==> config.mk <==
export PLATFORM = sky130hd
export DESIGN_NAME = watch_time_setter_flat
export DESIGN_NICKNAME = d
export VERILOG_FILES = /design/src/rtl/watch_time_setter_if.sv /design/src/rtl/watch_time_setter.sv /design/src/flat_wrapper.sv
export SDC_FILE = /design/constraint.sdc
export NUM_CORES = 1
export LEC_CHECK = 0
export ABC_CLOCK_PERIOD_IN_PS = 24900
export CAP_MARGIN = 20
export CORE_MARGIN = 2
export CORE_UTILIZATION = 55
export CTS_CLUSTER_DIAMETER = 150
export DETAILED_ROUTE_END_ITERATION = 6
export MAX_ROUTING_LAYER = met4
export PLACE_DENSITY = 0.81
export SYNTH_ARGS = -nofsm -noshare
export SYNTH_HDL_FRONTEND = slang
export SYNTH_SLANG_ARGS = --single-unit
==> constraint.sdc <==
create_clock -name clk -period 24.9 [get_ports clk]
set_clock_uncertainty 0.1 [all_clocks]
set_input_delay 7.47 -clock clk [delete_from_list [all_inputs] [get_ports clk]]
set_output_delay 7.47 -clock clk [all_outputs]
set_load 0.05 [all_outputs]
==> src/rtl/watch_time_setter_if.sv <==
// Bundle of the time-edit stage signals: one-second tick, debounced
// buttons, the running date/time from the counter, and the load path
// back into the counter together with the display status.
interface watch_time_setter_if;
    logic        clk1sec;
    logic        btn_mode;
    logic        btn_next;
    logic        btn_up;
    logic        btn_down;
    logic [13:0] cur_year;
    logic [7:0]  cur_month;
    logic [7:0]  cur_day;
    logic [7:0]  cur_hour;
    logic [7:0]  cur_min;
    logic [7:0]  cur_sec;
    logic [53:0] transfer_time;
    logic        set_time;
    logic        edit_active;
    logic [2:0]  edit_field;
    logic        blink;

    // Stimulus side: drives buttons, tick and running time; observes the load path.
    modport master (
        output clk1sec, btn_mode, btn_next, btn_up, btn_down,
        output cur_year, cur_month, cur_day, cur_hour, cur_min, cur_sec,
        input  transfer_time, set_time, edit_active, edit_field, blink
    );

    // Edit stage side.
    modport slave (
        input  clk1sec, btn_mode, btn_next, btn_up, btn_down,
        input  cur_year, cur_month, cur_day, cur_hour, cur_min, cur_sec,
        output transfer_time, set_time, edit_active, edit_field, blink
    );
endinterface

==> src/rtl/watch_time_setter.sv <==
// Watch time-edit stage. A mode press snapshots the running date/time,
// next/up/down step through and modify the fields with wrap-around, and a
// second mode press commits the edited value to the counter with a single
// set_time strobe. The day field is clamped to the month length (with
// Gregorian leap years) whenever year or month changes, so the edit
// registers never hold an impossible date. Inactivity in EDIT for
// TIMEOUT_SEC seconds abandons the edit without loading the counter.
module watch_time_setter #(
    parameter int TIMEOUT_SEC = 30,
    parameter int YEAR_MIN    = 1,
    parameter int YEAR_MAX    = 9999
) (
    input logic                clk,
    input logic                rst,
    watch_time_setter_if.slave bus
);

    localparam logic [13:0] YEAR_MIN_C = 14'(YEAR_MIN);
    localparam logic [13:0] YEAR_MAX_C = 14'(YEAR_MAX);
    localparam logic [7:0]  TMO_LAST_C = 8'(TIMEOUT_SEC - 1);

    // Power-on edit value: 2022/06/09 11:30:30.
    localparam logic [13:0] RST_YEAR_C  = 14'd2022;
    localparam logic [7:0]  RST_MONTH_C = 8'd6;
    localparam logic [7:0]  RST_DAY_C   = 8'd9;
    localparam logic [7:0]  RST_HOUR_C  = 8'd11;
    localparam logic [7:0]  RST_MIN_C   = 8'd30;
    localparam logic [7:0]  RST_SEC_C   = 8'd30;

    localparam logic [2:0] FLD_YEAR_C  = 3'd0;
    localparam logic [2:0] FLD_MONTH_C = 3'd1;
    localparam logic [2:0] FLD_DAY_C   = 3'd2;
    localparam logic [2:0] FLD_HOUR_C  = 3'd3;
    localparam logic [2:0] FLD_MIN_C   = 3'd4;
    localparam logic [2:0] FLD_SEC_C   = 3'd5;

    typedef enum logic [1:0] {
        ST_IDLE   = 2'd0,
        ST_EDIT   = 2'd1,
        ST_COMMIT = 2'd2
    } state_t;

    // Gregorian leap-year test on the full 14-bit year.
    function automatic logic is_leap(input logic [13:0] year);
        logic div4;
        logic div100;
        logic div400;
        div4   = ((year % 14'd4)   == 14'd0);
        div100 = ((year % 14'd100) == 14'd0);
        div400 = ((year % 14'd400) == 14'd0);
        return (div4 && !div100) || div400;
    endfunction

    // Number of days in the given month of the given year.
    function automatic logic [7:0] days_in_month(input logic [13:0] year,
                                                 input logic [7:0]  month);
        logic [7:0] days;
        case (month)
            8'd4, 8'd6, 8'd9, 8'd11: days = 8'd30;
            8'd2:                    days = is_leap(year) ? 8'd29 : 8'd28;
            default:                 days = 8'd31;
        endcase
        return days;
    endfunction

    // One wrapping step of an 8-bit field inside lo..hi. Out-of-range
    // inputs are pulled back into range rather than stepped further away.
    function automatic logic [7:0] step8(input logic [7:0] v,
                                         input logic [7:0] lo,
                                         input logic [7:0] hi,
                                         input logic       up);
        logic [7:0] r;
        if (up) begin
            r = ((v >= hi) || (v < lo)) ? lo : v + 8'd1;
        end else begin
            r = ((v <= lo) || (v > hi)) ? hi : v - 8'd1;
        end
        return r;
    endfunction

    // One wrapping step of the 14-bit year inside lo..hi.
    function automatic logic [13:0] step14(input logic [13:0] v,
                                           input logic [13:0] lo,
                                           input logic [13:0] hi,
                                           input logic        up);
        logic [13:0] r;
        if (up) begin
            r = ((v >= hi) || (v < lo)) ? lo : v + 14'd1;
        end else begin
            r = ((v <= lo) || (v > hi)) ? hi : v - 14'd1;
        end
        return r;
    endfunction

    state_t      state_r,  state_s;
    logic [13:0] year_r,   year_s;
    logic [7:0]  month_r,  month_s;
    logic [7:0]  day_r,    day_s;
    logic [7:0]  hour_r,   hour_s;
    logic [7:0]  min_r,    min_s;
    logic [7:0]  sec_r,    sec_s;
    logic [2:0]  field_r,  field_s;
    logic        blink_r,  blink_s;
    logic [7:0]  tmo_r,    tmo_s;
    logic        set_time_r;
    logic        edit_active_r;

    logic        load_s;        // snapshot cur_* into the edit registers
    logic        edit_s;        // apply exactly one up or down step
    logic        up_only_s;
    logic [7:0]  day_step_s;
    logic [7:0]  maxd_cur_s;
    logic [7:0]  maxd_new_s;
    logic        clamp_s;

    assign up_only_s = bus.btn_up & ~bus.btn_down;

    // Next state, field selection, blink phase and inactivity counter.
    always_comb begin
        state_s = state_r;
        field_s = field_r;
        blink_s = blink_r;
        tmo_s   = tmo_r;
        load_s  = 1'b0;
        edit_s  = 1'b0;
        case (state_r)
            ST_IDLE: begin
                blink_s = 1'b0;
                tmo_s   = 8'd0;
                if (bus.btn_mode) begin
                    state_s = ST_EDIT;
                    load_s  = 1'b1;
                    field_s = FLD_YEAR_C;
                    blink_s = 1'b1;
                end else begin
                    state_s = ST_IDLE;
                end
            end
            ST_EDIT: begin
                if (bus.btn_mode) begin
                    state_s = ST_COMMIT;
                    blink_s = 1'b0;
                    tmo_s   = 8'd0;
                end else if (bus.btn_next) begin
                    field_s = (field_r >= FLD_SEC_C) ? FLD_YEAR_C : field_r + 3'd1;
                    blink_s = 1'b1;
                    tmo_s   = 8'd0;
                end else if (bus.btn_up | bus.btn_down) begin
                    // Both together is activity without a value change.
                    edit_s  = bus.btn_up ^ bus.btn_down;
                    blink_s = 1'b1;
                    tmo_s   = 8'd0;
                end else if (bus.clk1sec) begin
                    if (tmo_r >= TMO_LAST_C) begin
                        state_s = ST_IDLE;
                        blink_s = 1'b0;
                        tmo_s   = 8'd0;
                    end else begin
                        blink_s = ~blink_r;
                        tmo_s   = tmo_r + 8'd1;
                    end
                end else begin
                    state_s = ST_EDIT;
                end
            end
            ST_COMMIT: begin
                state_s = ST_IDLE;
                blink_s = 1'b0;
                tmo_s   = 8'd0;
            end
            default: begin
                state_s = ST_IDLE;
                field_s = FLD_YEAR_C;
                blink_s = 1'b0;
                tmo_s   = 8'd0;
            end
        endcase
    end

    // Field arithmetic: snapshot, wrapping step, then day clamp to the new month length.
    always_comb begin
        year_s     = year_r;
        month_s    = month_r;
        day_step_s = day_r;
        hour_s     = hour_r;
        min_s      = min_r;
        sec_s      = sec_r;
        maxd_cur_s = days_in_month(year_r, month_r);
        if (load_s) begin
            year_s     = bus.cur_year;
            month_s    = bus.cur_month;
            day_step_s = bus.cur_day;
            hour_s     = bus.cur_hour;
            min_s      = bus.cur_min;
            sec_s      = bus.cur_sec;
        end else if (edit_s) begin
            case (field_r)
                FLD_YEAR_C:  year_s     = step14(year_r, YEAR_MIN_C, YEAR_MAX_C, up_only_s);
                FLD_MONTH_C: month_s    = step8(month_r, 8'd1, 8'd12, up_only_s);
                FLD_DAY_C:   day_step_s = step8(day_r, 8'd1, maxd_cur_s, up_only_s);
                FLD_HOUR_C:  hour_s     = step8(hour_r, 8'd0, 8'd23, up_only_s);
                FLD_MIN_C:   min_s      = step8(min_r, 8'd0, 8'd59, up_only_s);
                FLD_SEC_C:   sec_s      = step8(sec_r, 8'd0, 8'd59, up_only_s);
                default:     year_s     = year_r;
            endcase
        end else begin
            year_s = year_r;
        end
        // Clamp lands in the same cycle as the year/month change.
        maxd_new_s = days_in_month(year_s, month_s);
        clamp_s    = edit_s && ((field_r == FLD_YEAR_C) || (field_r == FLD_MONTH_C))
                     && (day_step_s > maxd_new_s);
        if (clamp_s) begin
            day_s = maxd_new_s;
        end else begin
            day_s = day_step_s;
        end
    end

    // State, edit registers and registered status outputs.
    always_ff @(posedge clk or posedge rst) begin
        if (rst) begin
            state_r       <= ST_IDLE;
            year_r        <= RST_YEAR_C;
            month_r       <= RST_MONTH_C;
            day_r         <= RST_DAY_C;
            hour_r        <= RST_HOUR_C;
            min_r         <= RST_MIN_C;
            sec_r         <= RST_SEC_C;
            field_r       <= FLD_YEAR_C;
            blink_r       <= 1'b0;
            tmo_r         <= 8'd0;
            set_time_r    <= 1'b0;
            edit_active_r <= 1'b0;
        end else begin
            state_r       <= state_s;
            year_r        <= year_s;
            month_r       <= month_s;
            day_r         <= day_s;
            hour_r        <= hour_s;
            min_r         <= min_s;
            sec_r         <= sec_s;
            field_r       <= field_s;
            blink_r       <= blink_s;
            tmo_r         <= tmo_s;
            set_time_r    <= (state_s == ST_COMMIT);
            edit_active_r <= (state_s == ST_EDIT);
        end
    end

    assign bus.transfer_time = {year_r, month_r, day_r, hour_r, min_r, sec_r};
    assign bus.set_time      = set_time_r;
    assign bus.edit_active   = edit_active_r;
    assign bus.edit_field    = field_r;
    assign bus.blink         = blink_r;

endmodule

==> src/flat_wrapper.sv <==
// flat-port wrapper written by rule: the top's interface ports become plain ports
module watch_time_setter_flat 
#(
    parameter int TIMEOUT_SEC = 30,
    parameter int YEAR_MIN    = 1,
    parameter int YEAR_MAX    = 9999
)
  (clk, rst, bus_clk1sec, bus_btn_mode, bus_btn_next, bus_btn_up, bus_btn_down, bus_cur_year, bus_cur_month, bus_cur_day, bus_cur_hour, bus_cur_min, bus_cur_sec, bus_transfer_time, bus_set_time, bus_edit_active, bus_edit_field, bus_blink);
  watch_time_setter_if bus_i ();
  input logic clk;
  input logic rst;
  input wire logic [$bits(bus_i.clk1sec)-1:0] bus_clk1sec;
  input wire logic [$bits(bus_i.btn_mode)-1:0] bus_btn_mode;
  input wire logic [$bits(bus_i.btn_next)-1:0] bus_btn_next;
  input wire logic [$bits(bus_i.btn_up)-1:0] bus_btn_up;
  input wire logic [$bits(bus_i.btn_down)-1:0] bus_btn_down;
  input wire logic [$bits(bus_i.cur_year)-1:0] bus_cur_year;
  input wire logic [$bits(bus_i.cur_month)-1:0] bus_cur_month;
  input wire logic [$bits(bus_i.cur_day)-1:0] bus_cur_day;
  input wire logic [$bits(bus_i.cur_hour)-1:0] bus_cur_hour;
  input wire logic [$bits(bus_i.cur_min)-1:0] bus_cur_min;
  input wire logic [$bits(bus_i.cur_sec)-1:0] bus_cur_sec;
  output wire logic [$bits(bus_i.transfer_time)-1:0] bus_transfer_time;
  output wire logic [$bits(bus_i.set_time)-1:0] bus_set_time;
  output wire logic [$bits(bus_i.edit_active)-1:0] bus_edit_active;
  output wire logic [$bits(bus_i.edit_field)-1:0] bus_edit_field;
  output wire logic [$bits(bus_i.blink)-1:0] bus_blink;
  assign bus_i.clk1sec = bus_clk1sec;
  assign bus_i.btn_mode = bus_btn_mode;
  assign bus_i.btn_next = bus_btn_next;
  assign bus_i.btn_up = bus_btn_up;
  assign bus_i.btn_down = bus_btn_down;
  assign bus_i.cur_year = bus_cur_year;
  assign bus_i.cur_month = bus_cur_month;
  assign bus_i.cur_day = bus_cur_day;
  assign bus_i.cur_hour = bus_cur_hour;
  assign bus_i.cur_min = bus_cur_min;
  assign bus_i.cur_sec = bus_cur_sec;
  assign bus_transfer_time = bus_i.transfer_time;
  assign bus_set_time = bus_i.set_time;
  assign bus_edit_active = bus_i.edit_active;
  assign bus_edit_field = bus_i.edit_field;
  assign bus_blink = bus_i.blink;
  watch_time_setter #(.TIMEOUT_SEC(TIMEOUT_SEC), .YEAR_MIN(YEAR_MIN), .YEAR_MAX(YEAR_MAX)) u_core (.clk(clk), .rst(rst), .bus(bus_i));
endmodule
==> results of run 1 <==
[sequential cells by signal (all words and copies together), names as in the netlist]
name                    flops
u_core.bus.edit_field       3
u_core.bus.blink            1
u_core.bus.set_time         1
u_core.min_r                8
u_core.sec_r                8
u_core.month_r              8
u_core.hour_r               8
u_core.year_r              14
u_core.tmo_r                8
u_core.bus.edit_active      1
u_core.state_r              2
u_core.day_r                8
[cells in the mapped netlist, types with 22 or more instances]
cell / n / share of area
o21ai_0: 102 / 0.057
dfrtp_1: 47 / 0.13
dfstp_2: 23 / 0.067
clkbuf_1: 57 / 0.024
nor3_1: 48 / 0.027
a21oi_1: 80 / 0.045
nand3_1: 46 / 0.026
nand2_1: 139 / 0.058
nor2_1: 124 / 0.052
o211ai_1: 22 / 0.018
xnor2_1: 22 / 0.022
ha_1: 34 / 0.048
inv_1: 46 / 0.019
[worst reg2reg max path: cells and delay by family (launching register included)]
family / cells / cell delay, ns
simple gates: 7 / 1.09
fa+ha+maj: 2 / 0.57
flops: 1 / 0.78
compound gates: 17 / 5.53
mux: 3 / 1.18
buf+inv: 1 / 0.39
[metal layers]
layer / wire (µm) / global-route usage
met2: 12400 / 0.487
met4: 729 / 0.129
met5: 0 / -
met3: 2210 / 0.0529
met1: 11400 / 0.399
[per-stage QoR]
stage               cell area (µm²)  setup WS [ns]  hold slack (ns)   util  std cells
finish                        10400           9.21            0.418  0.656       1513
global route                  10400           8.43            0.458  0.656       1513
CTS                           10400           9.36            0.433  0.656       1513
detailed placement            10100           9.11            0.421  0.636       1497
global placement              10100           9.22            0.385  0.636       1497
floorplan                      8950          10.89            0.367      -       1237
[area by class of cell]
type                    count  share of cell area
repair buffers            127               0.120
multi-input cells        1029               0.631
clock buffers              13              0.0240
flip-flops and latches     70               0.171
clock inverters             3             0.00661
inverters                  55              0.0207
well taps                 216              0.0259
[cells by family after synthesis]
| kind of cell | Yosys count | synth area share |
|---|---|---|
| AOI/OAI and AO/OA | 442 | 0.349 |
| xor gates and xnor gates | 38 | 0.0372 |
| and+or+nand+nor | 489 | 0.270 |
| buffers and inverters | 138 | 0.0675 |
| adders and majority gates | 38 | 0.0521 |
| muxes | 22 | 0.0249 |
| DFF | 70 | 0.199 |
[worst paths after layout]
path                                             start                           to  cells past startpoint
setup / recovery                            bus_btn_up    u_core.day_r[0]$_DFF_PP1_                     32
hold / removal             u_core.tmo_r[7]$_DFFE_PP0P_  u_core.tmo_r[7]$_DFFE_PP0P_                      2
setup reg to reg           u_core.year_r[13]$_DFF_PP0_    u_core.day_r[0]$_DFF_PP1_                     30
hold reg to reg            u_core.tmo_r[7]$_DFFE_PP0P_  u_core.tmo_r[7]$_DFFE_PP0P_                      2
max in group asynchronous                          rst  u_core.month_r[4]$_DFF_PP0_                      3
min in group asynchronous                          rst  u_core.tmo_r[1]$_DFFE_PP0P_                      3
==> metrics.csv, run 1 <==
metric,value,unit
crit_top_cell,a21oi_1,
crit_required,25.07,ns
antenna_found_initial,0,
hpwl,19300,µm
avgSynthCellArea,7.24,µm²
critPathTopFamily,compound AO/OA/AOI/OAI gates,
violations,DRC,
synth_edf_count,0,
final_cell_mix,"nand2_1, nor2_1, clkdlybuf4s50_1, o21ai_0, a21oi_1",
layout_commonest_cell,nand2_1,
cp_max_fo,18,
globalplace.congestion,1.00,
worstHoldPathType,reg2reg,
rsz0062_at_grt,no,
synth_seq_area_share,0.199,
cts_resized,0,
drv_cap,0,
first_global_vias,9013,
drc_errors,7,
slew_headroom,0.385,
slowest_stage,and2_0,
ant_nets,0,
first_pass_iters,7,
wl_per_cell,17.7,µm
drtIter0Drc,675,
cts-root-buf,clkbuf_16,
postSynthCellCount,1237,
viasPerCell,6.56,
num_vias,9930,
clock_latency,0.36,ns
cts_buffer_depth,2,
wl,26800,µm
r2r_setup_slack,15.16,ns
die_y,132,µm
track_usage,0.311,
num_rows,46,
cts_buffers,9,
die_w,132,µm
io_pins,121,
post-route-period-util,0.630,
nets,1387,
synthFlopType,dfrtp_1,
synth_fp_nets,1332,
slew_violations,0,
worstSetupPathType,in2reg,
layout-drive-gt1-share,0.0933,
regArea,1780,µm²
cpPeakStageDelay,0.73,ns
status,"complete, but fails checks",
tritoncts,done,
synth_cell_type_count,110,
min_period,15.69,ns
synth_area,8950,µm²
htreeDepth,3,
n_fill_cell,1399,
syn_to_final_growth,16.3,%
grt_max_degree,71,
critical_path_buf_inv_count,4,
antenna_cells,0,
start_util,0.564,
cp-end-kind,flop,
arrival,15.86,ns
tightest_slew,0.923,ns
synth-async-reset-ratio,1.00,
die_area,17300,µm²
cts_setup_buffers,0,
multi_input_area,6580,µm²
clock.fmax,63.7,MHz
clk_pin_slew,0.05,ns
fin_setup_tns,0,ns
ctsHoldBuffers,0,
hold_viol_final,0,
yosysWarnings,0,
startpoint_type,primary input,
setup_violations,0,
ys_ff_latch,70,
clkSinkCount,70,
grt_overflow,0,
place.port_buffers,120,
grt_pass1_wl,44100,µm
fp.coreArea,15900,µm²
Power of run 1 is left out: the tool's default activity adds up to more than one toggle a clock period on the data nets, which glitch-free logic cannot reach.
==> inputs of run 2 (changes only) <==
--- a/config.mk
+++ b/config.mk
@@ -5,14 +5,14 @@
 export SDC_FILE = /design/constraint.sdc
 export NUM_CORES = 1
 export LEC_CHECK = 0
-export ABC_CLOCK_PERIOD_IN_PS = 24900
+export ABC_CLOCK_PERIOD_IN_PS = 13950
 export CAP_MARGIN = 20
 export CORE_MARGIN = 2
-export CORE_UTILIZATION = 55
+export CORE_UTILIZATION = 52
 export CTS_CLUSTER_DIAMETER = 150
 export DETAILED_ROUTE_END_ITERATION = 6
 export MAX_ROUTING_LAYER = met4
-export PLACE_DENSITY = 0.81
+export PLACE_DENSITY = 0.8
 export SYNTH_ARGS = -nofsm -noshare
 export SYNTH_HDL_FRONTEND = slang
 export SYNTH_SLANG_ARGS = --single-unit
==> constraint.sdc (replaced) <==
create_clock -name clk -period 13.95 [get_ports clk]
set_clock_uncertainty 0.1 [all_clocks]
set_input_delay 4.185 -clock clk [delete_from_list [all_inputs] [get_ports clk]]
set_output_delay 4.185 -clock clk [all_outputs]
set_load 0.05 [all_outputs]
==> run 2 against run 1 <==
The flow still finishes with violations (DRC). Sequential share of layout area hardly changed. Critical path depth stayed put. Die area is 5.6% higher. Utilization is 3.3 points lower. Flip-flop and latch count stayed put. Final cell count is 0.40% higher. Design area is 0.22% lower. Worst hold slack worse by 0.0052 ns. Routed wire length is 1.5% higher. Critical endpoint unchanged.
==> metrics.csv, run 2 (same netlist as run 1, synthesis figures left out) <==
metric,value,unit
antenna_cells,0,
critPathTopFamily,compound AO/OA/AOI/OAI gates,
cpPeakStageDelay,0.75,ns
hold_viol_final,0,
clock.fmax,80.5,MHz
cts_buffer_depth,2,
cts_setup_buffers,0,
syn_to_final_growth,16.1,%
first_pass_iters,7,
grt_max_degree,71,
fin_area,10400,µm²
start_util,0.536,
violations,DRC,
pre_cts_slack,1.26,ns
tightest_slew,0.965,ns
grt_overflow,0,
worstHoldPathType,reg2reg,
arrival,12.59,ns
globalplace.congestion,0.991,
cts_buffers,9,
num_vias,9976,
startpoint_type,primary input,
worst-path-stages,32,
nets,1389,
fin_ws,1.53,ns
n_fill_cell,1539,
layout_commonest_cell,nand2_1,
slowest_stage,and2_0,
min_period,12.42,ns
setup_violations,0,
fp.coreArea,16700,µm²
first_global_vias,9003,
largest_reg_flops,14,
drc_errors,1,
crit_required,14.12,ns
cts-root-buf,clkbuf_16,
status,"complete, but fails checks",
layout-drive-gt1-share,0.0962,
io_pins,121,
worstSetupPathType,in2reg,
clk_pin_slew,0.06,ns
ant_nets,0,
cts_resized,0,
htreeDepth,3,
reg2reg_from,u_core.year_r[13]$_DFF_PP0_,
tritoncts,done,
hold_start,u_core.tmo_r[7]$_DFFE_PP0P_,
die_w,135,µm
top_register,u_core.year_r,
track_usage,0.303,
rsz0062_at_grt,no,
r2r_setup_slack,4.29,ns
regArea,1780,µm²
final_cell_mix,"nand2_1, nor2_1, clkdlybuf4s50_1, o21ai_0, a21oi_1",
final_util,0.622,
cp_max_fo,18,
rr_worst_depth,30,
clock_latency,0.35,ns
ctsHoldBuffers,0,
critical_path_buf_inv_count,4,
drv_cap,0,
post-route-period-util,0.890,
multi_input_area,6580,µm²
drtIter0Drc,897,
slew_headroom,0.357,
place.port_buffers,120,
hold_depth,2,
die_y,135,µm
placedInstanceArea,10100,µm²
wl_per_cell,17.9,µm
cp-end-kind,flop,
hpwl,19600,µm
whs_endpoint,u_core.tmo_r[7]$_DFFE_PP0P_,
antenna_found_initial,0,
die_area,18300,µm²
grt_pass1_wl,44500,µm
wl,27200,µm
fin_setup_tns,0,ns
r2r_end,u_core.day_r[0]$_DFF_PP1_,
clkSinkCount,70,
num_rows,47,
viasPerCell,6.57,
slew_violations,0,
run 2: cell count changes in the layout (fill, tap and decap cells not counted), sizes merged:
cell / change
clkinv: +1
inv: +1
clkbuf: -2
bufinv: -2
clkinvlp: +2
buf: +2
run 2: cell type report:
| type | count | area share |
|---|---|---|
| clock buffers | 11 | 0.0234 |
| clock inverters | 5 | 0.00325 |
| inverters | 55 | 0.0207 |
| multi-input cells | 1029 | 0.633 |
| flip-flops and latches | 70 | 0.171 |
| well taps | 220 | 0.0265 |
| repair buffers | 129 | 0.122 |
run 2: tightest hold or removal path: cells and delay by family (launching register included):
family	cells	cell delay [ns]
flops	1	0.35
simple gates	2	0.12
run 2: worst max-delay path by stage:
| stage | start | end | slack [ns] |
|---|---|---|---|
| final | bus_btn_up | u_core.day_r[0]$_DFF_PP1_ | 1.53 |
| after global placement | bus_btn_up | u_core.day_r[0]$_DFF_PP1_ | 1.47 |
| after CTS | bus_btn_up | u_core.day_r[0]$_DFF_PP1_ | 1.56 |
| after floorplan | bus_btn_down | u_core.day_r[0]$_DFF_PP1_ | 3.23 |
| after global routing | bus_btn_up | u_core.day_r[0]$_DFF_PP1_ | 0.89 |
| after detailed placement | bus_btn_up | u_core.day_r[0]$_DFF_PP1_ | 1.26 |
run 2: layer usage:
metal | global-route usage | wire (µm) | vias to the layer above
met5 | - | 0 | -
met4 | 0.0955 | 569 | 0
met3 | 0.0415 | 2200 | 53
met2 | 0.478 | 12700 | 471
met1 | 0.404 | 11700 | 4700
li1 | - | - | 4752
run 2: metrics by stage:
| stage | hold WS (ns) | cells |
|---|---|---|
| 2_1_floorplan | 0.367 | 1237 |
| 3_3_place_gp | 0.384 | 1503 |
| 3_5_place_dp | 0.407 | 1503 |
| 4_1_cts | 0.419 | 1519 |
| 5_1_grt | 0.460 | 1519 |
| 6_report | 0.413 | 1519 |
Power of run 2 is left out for the same reason.
